$ cat config.mk
export PLATFORM = sky130hd
export DESIGN_NAME = operand_fetch
export DESIGN_NICKNAME = d
export VERILOG_FILES = /design/src/rtl/operand_fetch.sv
export SDC_FILE = /design/constraint.sdc
export NUM_CORES = 1
export LEC_CHECK = 0
export CORE_ASPECT_RATIO = 2
export CORE_MARGIN = 4
export CORE_UTILIZATION = 35
export DETAILED_ROUTE_END_ITERATION = 16
export DONT_BUFFER_PORTS = 1
export GPL_TIMING_DRIVEN = 0
export HOLD_SLACK_MARGIN = 0.06
export PLACE_DENSITY = 0.59
export SLEW_MARGIN = 0
export SYNTH_ARGS = -nofsm -noshare
export SYNTH_HDL_FRONTEND = slang
export SYNTH_SLANG_ARGS = --single-unit
$ cat constraint.sdc
create_clock -name clk -period 2.11 [get_ports clk]
set_input_delay 0.5275 -clock clk [delete_from_list [all_inputs] [get_ports clk]]
set_output_delay 0.5275 -clock clk [all_outputs]
set_load 0.1 [all_outputs]
$ cat src/rtl/operand_fetch.sv
// operand_fetch: reads two source registers through the bank's single read port
// with writeback bypass, then hands the operand pair to the ALU via valid/ready.
module operand_fetch #(
    parameter int WIDTH  = 16,
    parameter int ADDR_W = 3
) (
    input  logic              clk,
    input  logic              rst_b,
    input  logic              req_valid,
    output logic              req_ready,
    input  logic [ADDR_W-1:0] req_ra,
    input  logic [ADDR_W-1:0] req_rb,
    output logic [ADDR_W-1:0] rf_raddr,
    input  logic [WIDTH-1:0]  rf_rdata,
    input  logic              wb_en,
    input  logic [ADDR_W-1:0] wb_addr,
    input  logic [WIDTH-1:0]  wb_data,
    output logic              op_valid,
    input  logic              op_ready,
    output logic [WIDTH-1:0]  op_a,
    output logic [WIDTH-1:0]  op_b
);
    typedef enum logic [1:0] {IDLE, READ_A, READ_B, DONE} state_t;

    state_t            state_q, state_d;
    logic [ADDR_W-1:0] ra_q, ra_d, rb_q, rb_d;
    logic [WIDTH-1:0]  a_q, a_d, b_q, b_d;
    logic              valid_q, valid_d;
    logic              hit_ra, hit_rb;

    assign hit_ra    = wb_en && wb_addr == ra_q;
    assign hit_rb    = wb_en && wb_addr == rb_q;
    assign req_ready = state_q == IDLE;
    assign rf_raddr  = state_q == READ_A ? ra_q : state_q == READ_B ? rb_q : '0;
    assign op_valid  = valid_q;
    assign op_a      = a_q;
    assign op_b      = b_q;

    always_comb begin
        state_d = state_q;
        ra_d    = ra_q;
        rb_d    = rb_q;
        a_d     = a_q;
        b_d     = b_q;
        valid_d = valid_q;
        case (state_q)
            IDLE: if (req_valid) begin
                ra_d    = req_ra;
                rb_d    = req_rb;
                state_d = READ_A;
            end
            READ_A: begin
                a_d     = hit_ra ? wb_data : rf_rdata;
                state_d = READ_B;
            end
            // A was captured a cycle ago, so a writeback to ra now must still reach it
            READ_B: begin
                b_d     = hit_rb ? wb_data : rf_rdata;
                a_d     = hit_ra ? wb_data : a_q;
                valid_d = 1'b1;
                state_d = DONE;
            end
            default: if (op_ready) begin
                valid_d = 1'b0;
                state_d = IDLE;
            end
        endcase
    end

    always_ff @(posedge clk or negedge rst_b) begin
        if (!rst_b) begin
            state_q <= IDLE;
            ra_q    <= '0;
            rb_q    <= '0;
            a_q     <= '0;
            b_q     <= '0;
            valid_q <= 1'b0;
        end else begin
            state_q <= state_d;
            ra_q    <= ra_d;
            rb_q    <= rb_d;
            a_q     <= a_d;
            b_q     <= b_d;
            valid_q <= valid_d;
        end
    end
endmodule

==> results of run 1 <==
[metal layers]
layer	up-vias	routed length, um
li1	933	-
met1	1009	2526
met2	75	4116
met3	17	646
met4	0	208
met5	-	0
[cells in the final DEF, fill, tap and decap left out, types with 2 or more instances in the layout]
| cell type | instances |
|---|---|
| inv_1 | 3 |
| ha_4 | 2 |
| o22ai_1 | 15 |
| o21ai_0 | 2 |
| a21oi_1 | 17 |
| a211oi_1 | 18 |
| buf_6 | 2 |
| mux2_2 | 6 |
| buf_2 | 5 |
| nor2_2 | 10 |
| mux2i_1 | 16 |
| xnor2_1 | 3 |
| buf_4 | 14 |
| dfrtp_1 | 41 |
| a22o_1 | 2 |
| nor2_1 | 24 |
| o21ai_4 | 3 |
| o41a_1 | 15 |
| clkbuf_16 | 6 |
| clkbuf_1 | 11 |
| nand3_1 | 2 |
| xor2_2 | 3 |
| nand2_4 | 2 |
| nand2_1 | 8 |
| a211oi_2 | 11 |
[flip-flops by register name, indices dropped and copies added, names as in the netlist]
| signal | count |
|---|---|
| op_a | 16 |
| ra_q | 3 |
| op_b | 16 |
| rb_q | 3 |
| op_valid | 1 |
| state_q | 2 |
[logic make-up after synthesis]
logic type	count (synthesis)	share of synthesized area
AOI/OAI and AO/OA	86	0.2856
xor gates and xnor gates	6	0.03049
adders and majority gates	3	0.01525
buffers and inverters	23	0.04522
DFF	41	0.4167
muxes	23	0.09705
and+or+nand+nor	55	0.1098
[final timing paths]
| check | to | slack [ps] | cells past startpoint |
|---|---|---|---|
| min in group clk | rb_q[0] | 390 | 1 |
| max reg2reg | ra_q[2] | 80 | 5 |
| max in group asynchronous | op_a[10] | 1820 | 1 |
| min reg2reg | rb_q[1] | 570 | 1 |
| min | op_a[2] | 80 | 1 |
| max | rf_raddr[1] | -130 | 5 |
[timing repair]
item	CTS	global route
endpoints found under the hold margin	41	0
setup endpoints to repair	17	12
resized for setup	14	0
cloned	0	0
hold buffers	1	0
setup buffers	8	5
pin swaps	4	3
[per-stage QoR]
stage	hold WS [ps]	std cells	setup WS [ps]	cell area (sq um)	util
CTS	85.51	343	-144.9	2905	0.4219
floorplan	231.9	237	3.811	2504	-
finish	78.97	348	-126.6	2943	0.4273
global route	92.21	348	-182.1	2943	0.4273
global placement	232.9	327	-271.2	2616	0.3799
detailed placement	232.7	327	-270.1	2616	0.3799
[layout make-up]
| cell class | instances | area share |
|---|---|---|
| plain buffers | 18 | 0.04209 |
| clock buffers | 8 | 0.04634 |
| inverters | 4 | 0.005102 |
| multi-input cells | 173 | 0.4770 |
| flip-flops and latches | 41 | 0.3486 |
| well taps | 90 | 0.03827 |
| repair buffers | 14 | 0.04252 |
==> summary.txt, run 1 <==
dpl hpwl: 5.561 mm
Slew @ Worst Pin: 957.7 ps
worst r2r src: state_q[0]
Setup TNS Final: -361.9 ps
Main synth FF type: dfrtp_1
area grow syn2layout: 19.51%
clock transition at the registers of the reported paths: 60 ps
yosys warns: 0
Multi-input gate area: 1404 sq um
final setup fails: 3
crit share post-route: 1.060
share of layout cells above drive strength 1: 0.2752
ys async rst share: 1.000
Crit Path Max Fanout: 4
M2 GR Usage: 0.3283
core area: 6887 sq um
Mapped Area: 2462 sq um
Post-Syn Nets: 286
M3 GR Usage: 0.06997
via count: 2034
Synth top cells by count: 41 x dfrtp_1, 24 x nor2_1, 18 x a211oi_1
starting density of the core: 0.3576
grt ovf: 0
IO Port Bufs: 0
RSZ-0062 raised after global routing: yes
Area contributors post-synth: dfrtp_1 42%, o41a_1 6.9%, mux2i_1 6.5%, a211oi_2 5.6%, a211oi_1 5.5%
Die Y: 126.6 um
H-tree Lvls: 2
relative slew slack: 0.3615
Final Hold Viols: 0
Max Slew Vio Count: 0
failing checks: setup timing
Crit Path Category: flip-flop to output pin
root buffer cell: clkbuf_16
TritonCTS Buffers: 5
Final ANT Viol Nets: 0
Mean Syn Cell Area: 10.39 sq um
Peak Freq: 447.1 MHz
EDFF count, synth: 0
initial antenna violation count: 0
crit-path leading delay family: compound AO/OA/AOI/OAI gates
Yosys cell types: 34
fill count: 736
Cells after Synth: 237
DRT iter0 DRCs: 91
WL final: 7.497 mm
sequential cell area fraction in the yosys report: 0.4167
CP startpoint kind: flip-flop
first-pass GRT wire length: 11.79 mm
Tmin final: 2237 ps
max cap viols: 0
Most Crowded Layer GR: met2
worst path arrival time: 1710 ps
Layout Nets: 306
setup slack after layout: -126.6 ps
worst hold path type: primary input to async pin
CTS Sinks: 41
drc violations: 0
share of the synthesized area in the top cell type: 0.4167
Placer Congestion: 0.7901
Reg area: 1026 sq um
Clock Skew: 4.811 ps
status: finished with violations
Yosys reg bits: 41
critical path, cell by cell: inv_2 > ha_4 > clkbuf_16 > nand2_2 > o21ai_4
crit path capture type: output pin
First-pass DRT Iterations: 4
Worst path slowest cell: o21ai_4
CTS tree: built
CP bufs+invs: 2
Routed WL per cell: 21.54 um
clock tree buffer depth: 2
DIE AREA: 8523 sq um
critical path data required time: 1580 ps
Core Rows: 43
Clk Latency, worst-skew pair: 280 ps
Chip Width: 67.31 um
largest net degree at the start of global routing: 42
met1 Usage GRT: 0.1894
cell with the most instances after synthesis: dfrtp_1
vias per cell: 5.845
vias in the first global route: 2131
CP peak stage delay: 550 ps
GRT Util Overall: 0.1858
Crit. Startpoint: state_q[0]
area leader, netlist: dfrtp_1
I/O pin count: 83
# diodes: 0
Power of run 1 is left out: the tool's default activity adds up to more than one toggle a clock period on the data nets, which glitch-free logic cannot reach.
==> run 2: changes to the inputs <==
CAP_MARGIN = 20   (was default)
==> results of run 2 <==
Same layout as run 1: the final DEF is identical, and so are final timing and power.
Power of run 2 is left out for the same reason.
==> run 3: changes to the inputs <==
CORE_UTILIZATION = 55   (was 35)
PLACE_DENSITY = 0.8   (was 0.59)
==> summary.txt, run 3 (synthesis results as in run 1) <==
Placed Cells: 291 (-11%)
starting density of the core: 0.5675 (+0.2099)
fill count: 371 (-50%)
Reg area: 1026 sq um (unchanged)
area grow syn2layout: 12.75%
Routed WL per cell: 22.31 um (+3.5%)
initial antenna violation count: 0 (unchanged)
H-tree Lvls: 2 (unchanged)
crit share post-route: 1.031 (-0.02883)
clock transition at the registers of the reported paths: 80 ps (+20 ps)
CTS Sinks: 41 (unchanged)
TritonCTS Buffers: 5 (unchanged)
final setup fails: 3 (unchanged)
Multi-input gate area: 1409 sq um (+0.36%)
First-pass DRT Iterations: 4 (unchanged)
grt ovf: 0 (unchanged)
Die Y: 102.6 um (-19%)
Core Rows: 34 (-21%)
Layout Nets: 298 (-2.6%)
Max Slew Vio Count: 0 (unchanged)
IO Port Bufs: 0 (unchanged)
GRT Util Overall: 0.2328 (+0.04700)
largest net degree at the start of global routing: 42 (unchanged)
Area after DPL: 2571 sq um (-1.7%)
Tmin final: 2176 ps (-60.83 ps)
dpl hpwl: 4.916 mm (-12%)
Clock Skew: 5.182 ps (+0.3708 ps)
Peak Freq: 459.6 MHz (+2.8%)
Placer Congestion: 0.8312 (+5.2%)
crit path capture type: output pin
drc violations: 0 (unchanged)
Clk Latency, worst-skew pair: 290 ps (about the same)
Crit Path Max Fanout: 6 (+2)
most frequent cells in the layout: 41 x dfrtp_1, 24 x nor2_1, 18 x a211oi_1, 17 x a21oi_1, 16 x mux2i_1
Design Area, Final: 2776 sq um (-5.7%)
worst hold path type: primary input to async pin
Slew @ Worst Pin: 964.3 ps (+6.598 ps)
DRT iter0 DRCs: 59 (-35%)
vias per cell: 6.477 (+11%)
Final Non-Filler Cells: 304 (-13%)
# diodes: 0 (unchanged)
commonest non-fill, non-tap cell in the layout: dfrtp_1
share of layout cells above drive strength 1: 0.2680 (-0.007194)
Setup TNS Final: -170.3 ps (+191.5 ps)
I/O pin count: 83 (unchanged)
clock tree buffer depth: 2 (unchanged)
worst path arrival time: 1650 ps (-60 ps)
CP startpoint kind: flip-flop
critical path data required time: 1580 ps (about the same)
setup slack after layout: -65.78 ps (+60.83 ps)
Crit Path Category: flip-flop to output pin
WL final: 6.781 mm (-9.6%)
DIE AREA: 5676 sq um (-33%)
RSZ-0062 raised after global routing: yes
root buffer cell: clkbuf_8
first-pass GRT wire length: 10.40 mm (-12%)
status: finished with violations
max cap viols: 0 (unchanged)
via count: 1969 (-3.2%)
CTS tree: built
Final Hold Viols: 0 (unchanged)
vias in the first global route: 2055 (-3.6%)
fin util: 0.6399 (+0.2125)
failing checks: setup timing
relative slew slack: 0.3571 (-0.004398)
core area: 4339 sq um (-37%)
FF-to-FF path depth: 9 (+4)
Chip Width: 55.31 um (-18%)
Final ANT Viol Nets: 0 (unchanged)
==> run 3: cell count changes in the layout (fill, tap and decap cells not counted), sizes merged <==
cell and delta:
buf -6, clkbuf -3, clkinv +1
==> run 3: worst paths after layout <==
check | slack [ps] | start | endpoint
max | -70 | state_q[0] | rf_raddr[1]
min | 70 | rst_b | op_a[10]
max reg2reg | 80 | state_q[1] | op_a[14]
min reg2reg | 590 | ra_q[0] | ra_q[0]
max in group asynchronous | 1830 | rst_b | op_a[0]
min in group clk | 380 | req_ra[0] | ra_q[0]
==> run 3: cell type report <==
class / count / share of cell area
Inverter: 4 / 0.005408
Sequential cell: 41 / 0.3695
Multi-Input combinational cell: 173 / 0.5074
Clock inverter: 1 / 0.001803
Tap cell: 54 / 0.02434
Clock buffer: 7 / 0.03470
Buffer: 16 / 0.03064
Timing Repair Buffer: 8 / 0.02614
==> run 3: worst max-delay path: stages (launching register included) <==
cell	delay, ps
dfrtp_1	390
inv_2	80
ha_4	220
nand2_4	70
o21ai_4	590
==> run 3: layer usage <==
| layer | track usage | part of all wire | up-vias |
|---|---|---|---|
| met4 | 0.08801 | 0.015 | 0 |
| met3 | 0.08772 | 0.087 | 8 |
| met5 | 0 | 0 | - |
| met1 | 0.2233 | 0.33 | 958 |
| met2 | 0.4434 | 0.56 | 80 |
| li1 | - | - | 923 |
==> run 3: per-stage QoR <==
step	setup slack [ps]	hold WS, ps
after global placement	-212.2	232.9
after CTS	-118.3	75.18
after detailed placement	-256.9	233.4
after floorplan	3.811	231.9
final	-65.78	69.42
after global routing	-115.5	73.83
==> run 3: timing repair <==
item	in CTS	in global routing
setup buffers	6	1
pin swaps	4	3
hold buffers	1	0
endpoints found under the hold margin	41	0
gates resized for setup	14	1
cloned	0	0
setup endpoints to repair	13	13
Power of run 3 is left out for the same reason.
